==> src/rtl/rv32i_fetch_pkg.sv <==
// Shared types and constants for the RV32I instruction fetch sequencer.
package rv32i_fetch_pkg;

  typedef enum logic [0:0] {
    FETCH = 1'b0,
    FAULT = 1'b1
  } fetch_state_t;

  localparam int unsigned PC_W            = 32;
  localparam int unsigned PC_STEP         = 4;
  localparam int unsigned BYTE_OFFSET_W   = 2;
  localparam int unsigned FETCH_BUF_DEPTH = 2;
  localparam int unsigned BUF_COUNT_W     = $clog2(FETCH_BUF_DEPTH + 1);

endpackage

==> src/rtl/instruction_fetch_sequencer_buffer.sv <==
// Small shift-register FIFO holding fetched {pc, instruction} pairs; head is always entry 0.
module fetch_buffer
  import rv32i_fetch_pkg::*;
#(
  parameter int unsigned DATA_W = 64
) (
  input  logic                   clk,
  input  logic                   rst,
  input  logic                   push,
  input  logic [DATA_W-1:0]      push_data,
  input  logic                   pop,
  input  logic                   flush,
  output logic [BUF_COUNT_W-1:0] count,
  output logic [DATA_W-1:0]      head
);

  localparam int unsigned IDX_W = (FETCH_BUF_DEPTH > 1) ? $clog2(FETCH_BUF_DEPTH) : 1;
  localparam logic [BUF_COUNT_W-1:0] DEPTH_C = BUF_COUNT_W'(FETCH_BUF_DEPTH);
  localparam logic [BUF_COUNT_W-1:0] ONE_C   = BUF_COUNT_W'(1);

  logic [DATA_W-1:0]      entry_q [FETCH_BUF_DEPTH];
  logic [DATA_W-1:0]      entry_d [FETCH_BUF_DEPTH];
  logic [BUF_COUNT_W-1:0] count_q, count_d;

  // Pop shifts first, so a same-cycle push lands behind the surviving entries.
  always_comb begin
    entry_d = entry_q;
    count_d = count_q;
    if (flush) begin
      count_d = '0;
    end else begin
      if (pop && (count_q != '0)) begin
        for (int i = 0; i < FETCH_BUF_DEPTH - 1; i++) begin
          entry_d[IDX_W'(i)] = entry_q[IDX_W'(i + 1)];
        end
        count_d = count_q - ONE_C;
      end
      if (push && (count_d < DEPTH_C)) begin
        entry_d[IDX_W'(count_d)] = push_data;
        count_d = count_d + ONE_C;
      end
    end
  end

  always_ff @(posedge clk or posedge rst) begin
    if (rst) begin
      entry_q <= '{default: '0};
      count_q <= '0;
    end else begin
      entry_q <= entry_d;
      count_q <= count_d;
    end
  end

  assign count = count_q;
  assign head  = entry_q[0];

endmodule

==> src/rtl/instruction_fetch_sequencer.sv <==
// Fetch PC, credit-based read issue and fault FSM in front of a synchronous-read instruction memory.
module instruction_fetch_sequencer
  import rv32i_fetch_pkg::*;
#(
  parameter int unsigned INST_WIDTH = 32,
  parameter int unsigned INST_DEPTH = 16,
  parameter logic [31:0] RESET_PC   = 32'h0
) (
  input  logic                          clk,
  input  logic                          rst,
  input  logic                          fetch_en,
  input  logic                          redirect_valid,
  input  logic [31:0]                   redirect_pc,
  output logic                          mem_rd_en,
  output logic [$clog2(INST_DEPTH)-1:0] mem_rd_addr,
  input  logic [INST_WIDTH-1:0]         mem_instruction,
  output logic                          inst_valid,
  input  logic                          inst_ready,
  output logic [INST_WIDTH-1:0]         inst_data,
  output logic [31:0]                   inst_pc,
  output logic                          fetch_fault
);

  localparam int unsigned AW      = $clog2(INST_DEPTH);
  localparam int unsigned ENTRY_W = PC_W + INST_WIDTH;
  localparam int unsigned WORD_W  = PC_W - BYTE_OFFSET_W;
  localparam int unsigned CW      = BUF_COUNT_W + 1;
  localparam logic [WORD_W-1:0] DEPTH_WORDS = WORD_W'(INST_DEPTH);
  localparam logic [CW-1:0]     CREDITS     = CW'(FETCH_BUF_DEPTH);

  fetch_state_t           state_q, state_d;
  logic [PC_W-1:0]        fetch_pc_q, fetch_pc_d;
  logic [PC_W-1:0]        inflight_pc_q, inflight_pc_d;
  logic                   inflight_q, inflight_d;
  logic [BUF_COUNT_W-1:0] buf_count;
  logic [ENTRY_W-1:0]     buf_head;
  logic                   pop, pc_ok, credit_ok, issue;

  assign inst_valid           = (buf_count != '0);
  assign pop                  = inst_valid && inst_ready;
  assign {inst_pc, inst_data} = buf_head;
  assign fetch_fault          = (state_q == FAULT);

  // A read is only legal for an aligned PC inside the memory.
  assign pc_ok = (fetch_pc_q[BYTE_OFFSET_W-1:0] == '0) &&
                 (fetch_pc_q[PC_W-1:BYTE_OFFSET_W] < DEPTH_WORDS);

  // Occupied plus in-flight slots, less this cycle's pop, must leave room for one more word.
  assign credit_ok = ({1'b0, buf_count} + CW'(inflight_q)) < (CREDITS + CW'(pop));

  assign issue = !rst && (state_q == FETCH) && fetch_en && !redirect_valid && credit_ok && pc_ok;

  assign mem_rd_en   = issue;
  assign mem_rd_addr = fetch_pc_q[AW+BYTE_OFFSET_W-1:BYTE_OFFSET_W];

  always_comb begin
    state_d       = state_q;
    fetch_pc_d    = fetch_pc_q;
    inflight_d    = 1'b0;
    inflight_pc_d = inflight_pc_q;
    if (redirect_valid) begin
      state_d    = FETCH;
      fetch_pc_d = redirect_pc;
    end else if (state_q == FETCH) begin
      if (!pc_ok) begin
        state_d = FAULT;
      end else if (issue) begin
        inflight_d    = 1'b1;
        inflight_pc_d = fetch_pc_q;
        fetch_pc_d    = fetch_pc_q + PC_W'(PC_STEP);
      end
    end
  end

  always_ff @(posedge clk or posedge rst) begin
    if (rst) begin
      state_q       <= FETCH;
      fetch_pc_q    <= RESET_PC;
      inflight_q    <= 1'b0;
      inflight_pc_q <= '0;
    end else begin
      state_q       <= state_d;
      fetch_pc_q    <= fetch_pc_d;
      inflight_q    <= inflight_d;
      inflight_pc_q <= inflight_pc_d;
    end
  end

  // A redirect flush wins over the response that would otherwise land this cycle.
  fetch_buffer #(
    .DATA_W(ENTRY_W)
  ) u_buf (
    .clk      (clk),
    .rst      (rst),
    .push     (inflight_q),
    .push_data({inflight_pc_q, mem_instruction}),
    .pop      (pop),
    .flush    (redirect_valid),
    .count    (buf_count),
    .head     (buf_head)
  );

endmodule

==> config.mk <==
export PLATFORM = sky130hd
export DESIGN_NAME = instruction_fetch_sequencer
export DESIGN_NICKNAME = d
export VERILOG_FILES = /design/src/rtl/rv32i_fetch_pkg.sv /design/src/rtl/instruction_fetch_sequencer_buffer.sv /design/src/rtl/instruction_fetch_sequencer.sv
export SDC_FILE = /design/constraint.sdc
export NUM_CORES = 1
export LEC_CHECK = 0
export CAP_MARGIN = 20
export CORE_MARGIN = 2
export CORE_UTILIZATION = 48
export DETAILED_ROUTE_END_ITERATION = 10
export HOLD_SLACK_MARGIN = 0.02
export PLACE_DENSITY_LB_ADDON = 0.12
export SLEW_MARGIN = 20
export SYNTH_ARGS = -nofsm -noshare
export SYNTH_HDL_FRONTEND = slang
export SYNTH_SLANG_ARGS = --single-unit
export TNS_END_PERCENT = 1
==> constraint.sdc <==
create_clock -name clk -period 11.14 [get_ports clk]
set_input_delay 3.342 -clock clk [delete_from_list [all_inputs] [get_ports clk]]
set_output_delay 3.342 -clock clk [all_outputs]
set_load 0.01 [all_outputs]
### Yosys cells after proc, flatten, opt, wreduce, memory -nomap -nowiden

Index checks and enable logic that the tools add are counted.

* register bits: 196
* logic and storage cells: 61

* eq/ne operators: 1
* magnitude comparators: 5
* muxes and demuxes: 21
* reduce and logical (&&, ||, !) cells: 19
* add/subtract/negate cells: 5
* bitwise logic cells: 3

Operator list (number)
* two-way mux 64 bit: 3
* bitwise mux 128 bit: 1
* two-way mux 128 bit: 1
* two-way mux 32 bit: 4
* demux 64 bit (select 1 bit): 1
* adder 32 x 3 -> 32 bit (second input constant): 1
* < comparator 30 x 5 -> 1 bit (second input constant): 1
* logical AND 1 bit: 10
* two-way mux 2 bit: 4
* two-way mux 1 bit: 7
* nonzero test 2 bit: 3
* AND reduction 4 bit: 1
* adder 2 x 1 -> 3 bit: 1
* adder 2 x 1 -> 3 bit (first input constant): 1
* < comparator 3 bit: 1
* AND reduction 3 bit: 1
* adder 2 x 1 -> 2 bit (second input constant): 1
* greater-or-equal comparator 2 bit (second input constant): 1
* logical NOT 1 bit: 2
* logical NOT 2 bit: 1
* < comparator 2 x 1 -> 1 bit (second input constant): 1
* < comparator 2 bit (second input constant): 1
* != test 2 bit (second input constant): 1
* NOT 1 bit: 2
* 3 further kinds: 3

### Logic depth before layout (Yosys ltp)

Gate-level depths: netlist of run 1.

* word-level depth: 12
* depth in mapped cells: 15
* depth with buffers taken out: 10

### Modules after synthesis

From an unflattened synthesis of run 1, not the netlist that was laid out.

* cells, all modules: 342
* area total of the unflattened synthesis: 5370.2 sq um

Modules (own cells, without submodules)
* fetch_buffer: instances 1, cells each 151, area an instance 2768.9 sq um
* instruction_fetch_sequencer: instances 1, cells each 191, area an instance 2601.2 sq um

### Worst setup path before layout of run 1

No wires, ideal clock.

* path type: input to output
* start point: input port rst
* end point: output port mem_rd_en
* stages: 4
* path slack: 317 ps
* data arrival time: 7481 ps
* path through: inv_1 o2111ai_1 nor4_4 buf_2

* word-level cells in the longest chain between the ends: 6

RTL lines
* from (decl): RTL line instruction_fetch_sequencer.sv:10 `input logic rst,`
* logical NOT 1 bit (no source line)
* logical AND 1 bit (5 in a row): RTL line instruction_fetch_sequencer.sv:51 `assign issue = !rst && (state_q == FETCH) && fetch_en && !redirect_valid && credit_ok && pc_ok;`
* to (decl): RTL line instruction_fetch_sequencer.sv:14 `output logic mem_rd_en,`

Every way passes these cells.

### Worst setup path in the final report of run 1

* start point: input port redirect_valid
* end point: output port mem_rd_en

* word-level cells in the longest chain between the ends: 4

RTL lines
* from (decl): RTL line instruction_fetch_sequencer.sv:12 `input logic redirect_valid,`
* logical NOT 1 bit: RTL line instruction_fetch_sequencer.sv:51
* logical AND 1 bit (3 in a row): RTL line instruction_fetch_sequencer.sv:51

Every way passes these cells.

==> flow_summary_export.csv, run 1 <==
group,metric,value,unit
status,status,"finished clean",
cts,cts_htree_levels,4,
cts,cts_tree,"built",
sta,worst_pin_slew,813.5,ps
route,firstDrtPassIters,4,
synth,async_flop_share,1.000,
global_route,grt-ovfl-total,0,
synth,syn-instance-count,474,
synth,netlist_top_cells_count,"dfrtp_1, nand2_1, o21ai_0",
floorplanning,fp.dieH,108.0,um
route,vias,3748,
final_layout,antenna_cells,0,
critical_path,cpPeakStageDelay,630,ps
placed_design,place.port_buffers,139,
route,avgViaCountPerCell,4.977,
critical_path,critPathKind,"input port to primary output",
min_path,hold_class,"flip-flop to flip-flop",
sta,fin_tns_setup,0,ps
flow_run,cap_violations,0,
sta,finalSetupViolations,0,
floorplanning,core,0.01042,sq mm
critical_path,cp.buffers_inverters,4,
cts,numClockSinks,132,
sta,timing.final.hold_violations,0,
sta,max_freq,111.2,MHz
synth,netlist.top_cell.by_area,"dfrtp_1",
sta,relSlewSlack,0.4576,
final_layout,drive_gt1_frac,0.1199,
cts,holdBufCountCts,0,
final_layout,syn_to_final_growth,38.83,%
critical_path,worst-path-max-fanout,42,
sta,rsz0062_at_grt,"false",
min_path,worstHoldStart,"u_buf.head[13]",
cts,clockBufferDepth,2,
sta,fin_worst_skew,8.136,ps
floorplanning,initial_core_util,0.4980,
final_layout,seqCellArea,0.003303,sq mm
route,wl_per_cell,14.22,um
power,power.density,149.2,mW/mm^2
critical_path,crit_path_end_kind,"primary output",
final_layout,fin_area,0.007202,sq mm
placed_design,dp_hpwl,7025,um
global_route,track_usage,0.1954,
cts,clk_latency,510,ps
synth,synthTopCellsByArea,"dfrtp_1, nand2_1, mux2_2",
cts,cts_root_buf,"clkbuf_8",
synth,yosys_most_used_dff,"dfrtp_1",
cts,numCtsBuffers,17,
placed_design,placed_area,0.006668,sq mm
route,routed_wl,10710,um
critical_path,critPathLaunchType,"input port",
floorplanning,die-area,0.01165,sq mm
route,drtIter0Drc,193,
critical_path,cp_data_arrival_time,5650,ps
final_layout,multi_input_area,0.001714,sq mm
final_layout,final_nets,680,
floorplanning,num_rows,37,
synth,synth_area,0.005187,sq mm
synth,postSynthAreaPerCell,10.94,sq um
synth,synth_cell_types,33,
synth,seq_area_frac_synth,0.6368,
cts,cts.clk_slew.worst_paths,50,ps
sta,hold_ws,476.8,ps
power,leakage,0.003251,uW
floorplanning,pin_count,140,
sta,period_minus_slack,8996,ps
sta,final_max_slew_viol_count,0,
route,drc,0,
critical_path,crit_start,"redirect_valid",
critical_path,cp_top_family,"buffers and inverters",
critical_path,required,7800,ps
critical_path,path_cells,"clkdlybuf4s50_1, buf_4, nor2_1, o2111ai_1, nor4_4, buf_4, clkdlybuf4s50_1",
global_route,grt_first_pass_wirelength,17710,um
synth,ys_warn_count,0,
cts,cts_setup_buffers,0,
sta,finalCritPeriodShare,0.8075,
synth,synth_nets,548,
power,ir_drop,111.6,uV
synth,synth_edf_count,0,
placed_design,place.gp.congestion,0.7202,
critical_path,critPathSlowestCell,"clkdlybuf4s50_1",
min_path,hold_depth,2,
critical_path,rr_worst_depth,12,
synth,synth_seq_cells,132,
global_route,grt_pass1_vias,3807,
synth,yosysTopAreaCellShare,0.6368,
global_route,grt_max_degree,79,
critical_path,crit_cells,7,
route,ant_nets,0,
critical_path,timing.rr.start,"u_buf.count[0]",
global_route,antenna_found_initial,0,
final_layout,n_fill_cell,776,
floorplanning,die_x,108.0,um
cts,cts_resized,0,
[path summary, 6_finish.rpt]
kind,endpoint,slack [ps]
worst max-delay path,mem_rd_en,2140
worst max register to register,u_buf.head[14],7950
min in group asynchronous,fetch_pc_q[10],3450
worst min register to register,u_buf.head[13],480
worst min-delay path,u_buf.head[13],480
max in group asynchronous,u_buf.head[7],6370
[state kept, by name, indices dropped and copies added, names as in the netlist]
register and flops:
fetch_fault 1, u_buf.head 64, inflight_pc_q 32, inflight_q 1, fetch_pc_q 32, u_buf.count 2
[cell type report]
| class | count | area share |
|---|---|---|
| clock buffer | 20 | 0.06185 |
| clock inverter | 10 | 0.008513 |
| inverter | 11 | 0.006081 |
| multi-input combinational | 298 | 0.2380 |
| sequential | 132 | 0.4587 |
| tap | 136 | 0.02363 |
| timing repair buffer | 146 | 0.2033 |
[worst register-to-register path, delay by kind of cell, from the launching register on]
family	cells	cell delay (ps)
adder cells (fa/ha/maj)	2	410
AND/OR/NAND/NOR	4	850
flip-flops	1	400
AO/OA/AOI/OAI	3	610
buffers and inverters	3	760
[cell usage in the layout, fill, tap and decap left out, types with 2 or more instances in the layout]
master           Yosys  routed
nor2_1               4       4
clkbuf_16            0      16
nor2b_1             29      29
clkdlybuf4s50_1      0     139
dfrtp_1            132     132
clkbuf_8             0       3
buf_4                4       6
clkinvlp_4           0       3
nor3_1               3       3
nand2_1            132     132
o21ai_0             64      64
a211oi_1             3       3
clkinv_2             0       6
ha_1                 5       5
mux2_2              31      31
inv_1               11      10
a221oi_2             2       2
nor4_1               7       7
[metal layers]
metal  vias up  routed length, um  global-route usage
met2       106               5256              0.3221
met4         0                129             0.06593
met1      1800               4730              0.2571
met5         -                  0                   0
li1       1828                  -                   -
met3        14                590             0.04521
[per-stage QoR]
stage / power, uW / utilization / cells / worst slack (ps)
after detailed placement: 613.9 / 0.6401 / 722 / 2131
after global placement: 610.5 / 0.6401 / 722 / 2168
after CTS: 1087 / 0.6888 / 752 / 2130
after global routing: 1119 / 0.6914 / 753 / 1936
after floorplan: 566.5 / - / 474 / 316.5
final: 1075 / 0.6914 / 753 / 2144
[kinds of logic (layout without fill, tap and decap cells)]
group,Yosys count,count (layout),share of synthesized area
compound gates,78,78,0.08587
xor+xnor,2,2,0.003377
fa+ha+maj,5,5,0.01206
buf+inv,44,187,0.03763
flops,132,132,0.6368
mux,32,32,0.06946
simple gates,181,181,0.1548
[power breakdown]
part	switching [uW]	internal, uW
clock network	191	279
logic	53.5	48.7
registers	9.21	493
total	253	821
Power figures use the tool's default switching activity.
==> inputs of run 2 (changes only) <==
- CORE_UTILIZATION: 48 -> 43
- clock period: 11.14 -> 8.1 ns (I/O delays scaled with it)
==> run 2 against run 1 <==
Via count fell by 2.6%. Worst hold slack got worse by 6.3 ps. Largest cell class unchanged. Sequential share of layout area fell by 0.16 points. Highest routed layer unchanged.
==> flow_summary_export.csv, run 2 (same netlist as run 1, synthesis figures left out) <==
group,metric,value,unit
power,ir_drop,132.1,uV
final_layout,final_util,0.6067,
sta,finalSetupViolations,0,
cts,cts.clk_slew.worst_paths,50,ps
placed_design,pre_cts_slack,1428,ps
critical_path,critPathSlowestCell,"clkdlybuf4s50_1",
global_route,met2_usage,0.2723,
critical_path,critPathLaunchType,"input port",
floorplanning,num_rows,40,
final_layout,drive_gt1_frac,0.1147,
cts,numCtsBuffers,17,
cts,holdBufCountCts,0,
floorplanning,initial_core_util,0.4355,
cts,cts_root_buf,"clkbuf_16",
global_route,grt_first_pass_wirelength,17410,um
sta,worst_slack,1442,ps
cts,cts_resized,0,
placed_design,place.gp.congestion,0.7345,
placed_design,dp_hpwl,6807,um
route,ant_nets,0,
power,power.density,209.4,mW/mm^2
critical_path,path_cells,"clkdlybuf4s50_1, nor3b_1, o2111ai_1, nor4_4, clkdlybuf4s50_1",
global_route,grt_max_degree,80,
cts,clk_latency,410,ps
critical_path,cp_common_cell,"clkdlybuf4s50_1",
global_route,grt_pass1_vias,3681,
final_layout,final_common_cell,"clkdlybuf4s50_1",
final_layout,final_cell_mix,"clkdlybuf4s50_1, nand2_1, dfrtp_1",
final_layout,syn_to_final_growth,39.31,%
route,vias,3652,
min_path,hold_class,"flip-flop to flip-flop",
route,drtIter0Drc,156,
route,firstDrtPassIters,4,
global_route,use_met3,0.05420,
final_layout,final_nets,680,
critical_path,critPathKind,"input port to primary output",
floorplanning,core,0.01191,sq mm
flow_run,cap_violations,0,
sta,finalCritPeriodShare,0.8219,
cts,cts_tree,"built",
route,wl_per_cell,13.48,um
cts,clockBufferDepth,2,
final_layout,largest_reg_flops,64,
final_layout,antenna_cells,0,
global_route,gr-usage-met1,0.2173,
sta,timing.final.hold_violations,0,
route,routed_wl,10330,um
global_route,grt-ovfl-total,0,
route,drc,0,
critical_path,cpPeakStageDelay,600,ps
sta,fin_tns_setup,0,ps
route,avgViaCountPerCell,4.768,
critical_path,worst-path-max-fanout,2,
final_layout,fin_area,0.007227,sq mm
critical_path,required,5670,ps
floorplanning,die_x,113.8,um
placed_design,place.port_buffers,139,
critical_path,cp_data_arrival_time,4230,ps
floorplanning,fp.dieH,113.8,um
sta,max_freq,150.2,MHz
sta,rsz0062_at_grt,"false",
cts,numClockSinks,132,
cts,cts_setup_buffers,0,
floorplanning,die-area,0.01296,sq mm
sta,worst_pin_slew,946.9,ps
sta,fin_worst_skew,4.665,ps
cts,cts_htree_levels,4,
sta,period_minus_slack,6658,ps
sta,relSlewSlack,0.3687,
global_route,antenna_found_initial,0,
critical_path,crit_path_end_kind,"primary output",
status,status,"finished clean",
global_route,busiest_layer,"met2",
placed_design,placed_area,0.006690,sq mm
global_route,track_usage,0.1714,
sta,final_max_slew_viol_count,0,
power,leakage,0.003258,uW
floorplanning,pin_count,140,
## run 2: stage by stage
step | power (uW) | hold WS [ps] | std cells
floorplan | 779.3 | 464.2 | 474
global placement | 839.8 | 460.0 | 734
detailed placement | 843.0 | 469.2 | 734
CTS | 1536 | 481.1 | 766
global route | 1583 | 498.8 | 766
finish | 1513 | 470.6 | 766
## run 2: layer usage
metal	wire (um)	share of wire	vias to the layer above
met4	149	0.014	0
met3	614	0.059	13
met5	0	0	-
met1	4742	0.46	1711
li1	-	-	1827
met2	4821	0.47	101
## run 2: final timing paths
check / end / slack, ps / from / cells after the start
worst max-delay path: mem_rd_en / 1440 / inst_ready / 5
worst min-delay path: u_buf.head[56] / 470 / u_buf.head[56] / 2
worst max register to register: fetch_pc_q[5] / 5380 / inflight_q / 7
worst min register to register: u_buf.head[56] / 470 / u_buf.head[56] / 2
max in group asynchronous: inflight_pc_q[30] / 4080 / rst / 4
min in group asynchronous: fetch_pc_q[30] / 2600 / rst / 3
## run 2: area by class of cell
type	instances	area, sq um
Fill cell	1032	4684
Sequential cell	132	3303
Multi-Input combinational cell	298	1714
Timing Repair Buffer	146	1444
Clock buffer	28	516.7
Tap cell	147	183.9
Inverter	11	45.04
Clock inverter	4	20.02
## run 2: worst max-delay path, delay by kind of cell
| kind | cells | cell delay, ps |
|---|---|---|
| buffers and inverters | 2 | 1070 |
| AND/OR/NAND/NOR | 2 | 480 |
| AO/OA/AOI/OAI | 1 | 240 |
## run 2: report_power, final
part           internal [uW]  total (uW)  switching, uW
registers                679         691           12.0
logic                   66.8         138           71.6
clock network            430         684            254
total                   1180        1510            338
==> inputs of run 3 (changes only) <==
- clock period: 8.1 -> 5.82 ns (I/O delays scaled with it)
==> run 3 against run 2 <==
Clock-buffer cell count is 7 lower. Combinational power is 42% higher. Via count is 1.9% higher. Die area stayed put. Cell count stayed put. Sequential cell count stayed put. Worst hold slack better by 4.2 ps. Register-to-register slack worse by 2600 ps. Critical path depth stayed put. Sequential share of layout area is 0.20 points lower. Clock skew is 1.8 ps higher. Highest routed layer unchanged.
==> flow_summary_export.csv, run 3 (same netlist as run 1, synthesis figures left out) <==
group,metric,value,unit
status,status,"finished clean",
route,wl_per_cell,13.80,um
sta,worst_slack,531.7,ps
power,pwr-share-seq,0.454,
floorplanning,initial_core_util,0.4355,
min_path,holdPathEnd,"u_buf.head[55]",
sta,max_freq,189.1,MHz
cts,numClockSinks,132,
global_route,grt-ovfl-total,0,
cts,clk_latency,410,ps
power,combPwrFrac,0.092,
floorplanning,die_x,113.8,um
critical_path,required,4070,ps
final_layout,largest_reg_flops,64,
cts,cts.clk_slew.worst_paths,50,ps
critical_path,worst-path-max-fanout,2,
critical_path,critPathKind,"input port to primary output",
cts,holdBufCountCts,0,
placed_design,place.port_buffers,139,
floorplanning,die-area,0.01296,sq mm
final_layout,fin_area,0.007259,sq mm
placed_design,pre_cts_slack,496.4,ps
route,routed_wl,10570,um
min_path,worstHoldStart,"u_buf.head[55]",
final_layout,final_common_cell,"clkdlybuf4s50_1",
placed_design,place.gp.congestion,0.7017,
power,p_int,1631,uW
power,ir_drop,147.6,uV
cts,cts_htree_levels,4,
floorplanning,num_rows,40,
flow_run,cap_violations,0,
critical_path,crit_path_end_kind,"primary output",
cts,cts_resized,0,
sta,period_minus_slack,5288,ps
sta,rsz0062_at_grt,"false",
critical_path,rr_worst_depth,11,
cts,numCtsBuffers,17,
power,p_switching,486.9,uW
global_route,grt_max_degree,97,
sta,relSlewSlack,0.4834,
cts,cts_setup_buffers,0,
final_layout,final_nets,680,
floorplanning,pin_count,140,
critical_path,cp_data_arrival_time,3540,ps
sta,fin_worst_skew,6.461,ps
sta,final_max_slew_viol_count,0,
sta,hold_ws,474.7,ps
sta,worst_pin_slew,774.6,ps
cts,cts_tree,"built",
global_route,track_usage,0.1758,
cts,clockBufferDepth,2,
route,drc,0,
min_path,hold_class,"flip-flop to flip-flop",
final_layout,final_cell_mix,"clkdlybuf4s50_1, nand2_1, dfrtp_1",
critical_path,crit_start,"inst_ready",
floorplanning,core,0.01191,sq mm
floorplanning,fp.dieH,113.8,um
min_path,hold_depth,2,
power,leakage,0.003274,uW
sta,finalSetupViolations,0,
critical_path,critPathLaunchType,"input port",
critical_path,timing.rr.start,"u_buf.count[0]",
final_layout,drive_gt1_frac,0.1195,
sta,finalCritPeriodShare,0.9086,
global_route,grt_pass1_vias,3792,
route,firstDrtPassIters,4,
final_layout,final_util,0.6095,
power,p_sw_frac,0.2299,
route,ant_nets,0,
sta,timing.final.hold_violations,0,
global_route,grt_first_pass_wirelength,17920,um
critical_path,worstReg2RegEnd,"u_buf.head[16]",
placed_design,placed_area,0.006695,sq mm
final_layout,syn_to_final_growth,39.94,%
final_layout,antenna_cells,0,
route,avgViaCountPerCell,4.859,
critical_path,reg2reg_slack,2830,ps
route,drtIter0Drc,161,
power,pwr-share-clk,0.454,
route,vias,3722,
cts,cts_root_buf,"clkbuf_16",
global_route,antenna_found_initial,0,
power,power.density,291.7,mW/mm^2
placed_design,dp_hpwl,6901,um
[run 3: changes by cell type in the layout (fill, tap and decap cells not counted), sizes merged]
cell	before	now
clkinv	4	9
clkbuf	28	21
bufinv	0	1
clkinvlp	1	2
[run 3: worst max-delay path by stage]
stage / endpoint / slack [ps] / cells after the start
after floorplan: mem_rd_en / -310 / 4
after global placement: mem_rd_en / 520 / 5
after detailed placement: mem_rd_en / 500 / 5
after CTS: mem_rd_en / 490 / 5
after global routing: mem_rd_en / 430 / 5
final: mem_rd_en / 530 / 5
[run 3: per-layer routing]
metal,GRT usage,share of wire
met5,0,0
met4,0.07317,0.017
met2,0.2886,0.48
met3,0.05367,0.069
met1,0.2176,0.43
[run 3: per-stage QoR]
step / cells / total power [uW] / setup TNS, ps
after floorplan: 474 / 1085 / -314.9
after global placement: 733 / 1169 / 0
after detailed placement: 733 / 1175 / 0
after CTS: 765 / 2152 / 0
after global routing: 766 / 2219 / 0
final: 766 / 2118 / 0
[run 3: final cells by class]
type	count	area, sq um
clock buffers	21	450.4
inverters	11	45.04
flip-flops and latches	132	3303
fillers	1054	4652
clock inverters	11	86.33
multi-input cells	298	1714
repair buffers	146	1476
well taps	147	183.9
[run 3: worst max-delay path, cell delays in order]
cell and delay (ps):
clkdlybuf4s50_1 470, nor3b_1 190, o2111ai_1 250, nor4_4 280, clkdlybuf4s50_1 600
[run 3: power by group through the flow]
stage          Combinational [uW]  Sequential [uW]  Clock [uW]
3_3_place_gp                  193              976           0
6_report                      196              961         961
4_1_cts                       199              961         992
2_1_floorplan                 112              973           0
5_1_grt                       222              964        1030
3_5_place_dp                  198              977           0
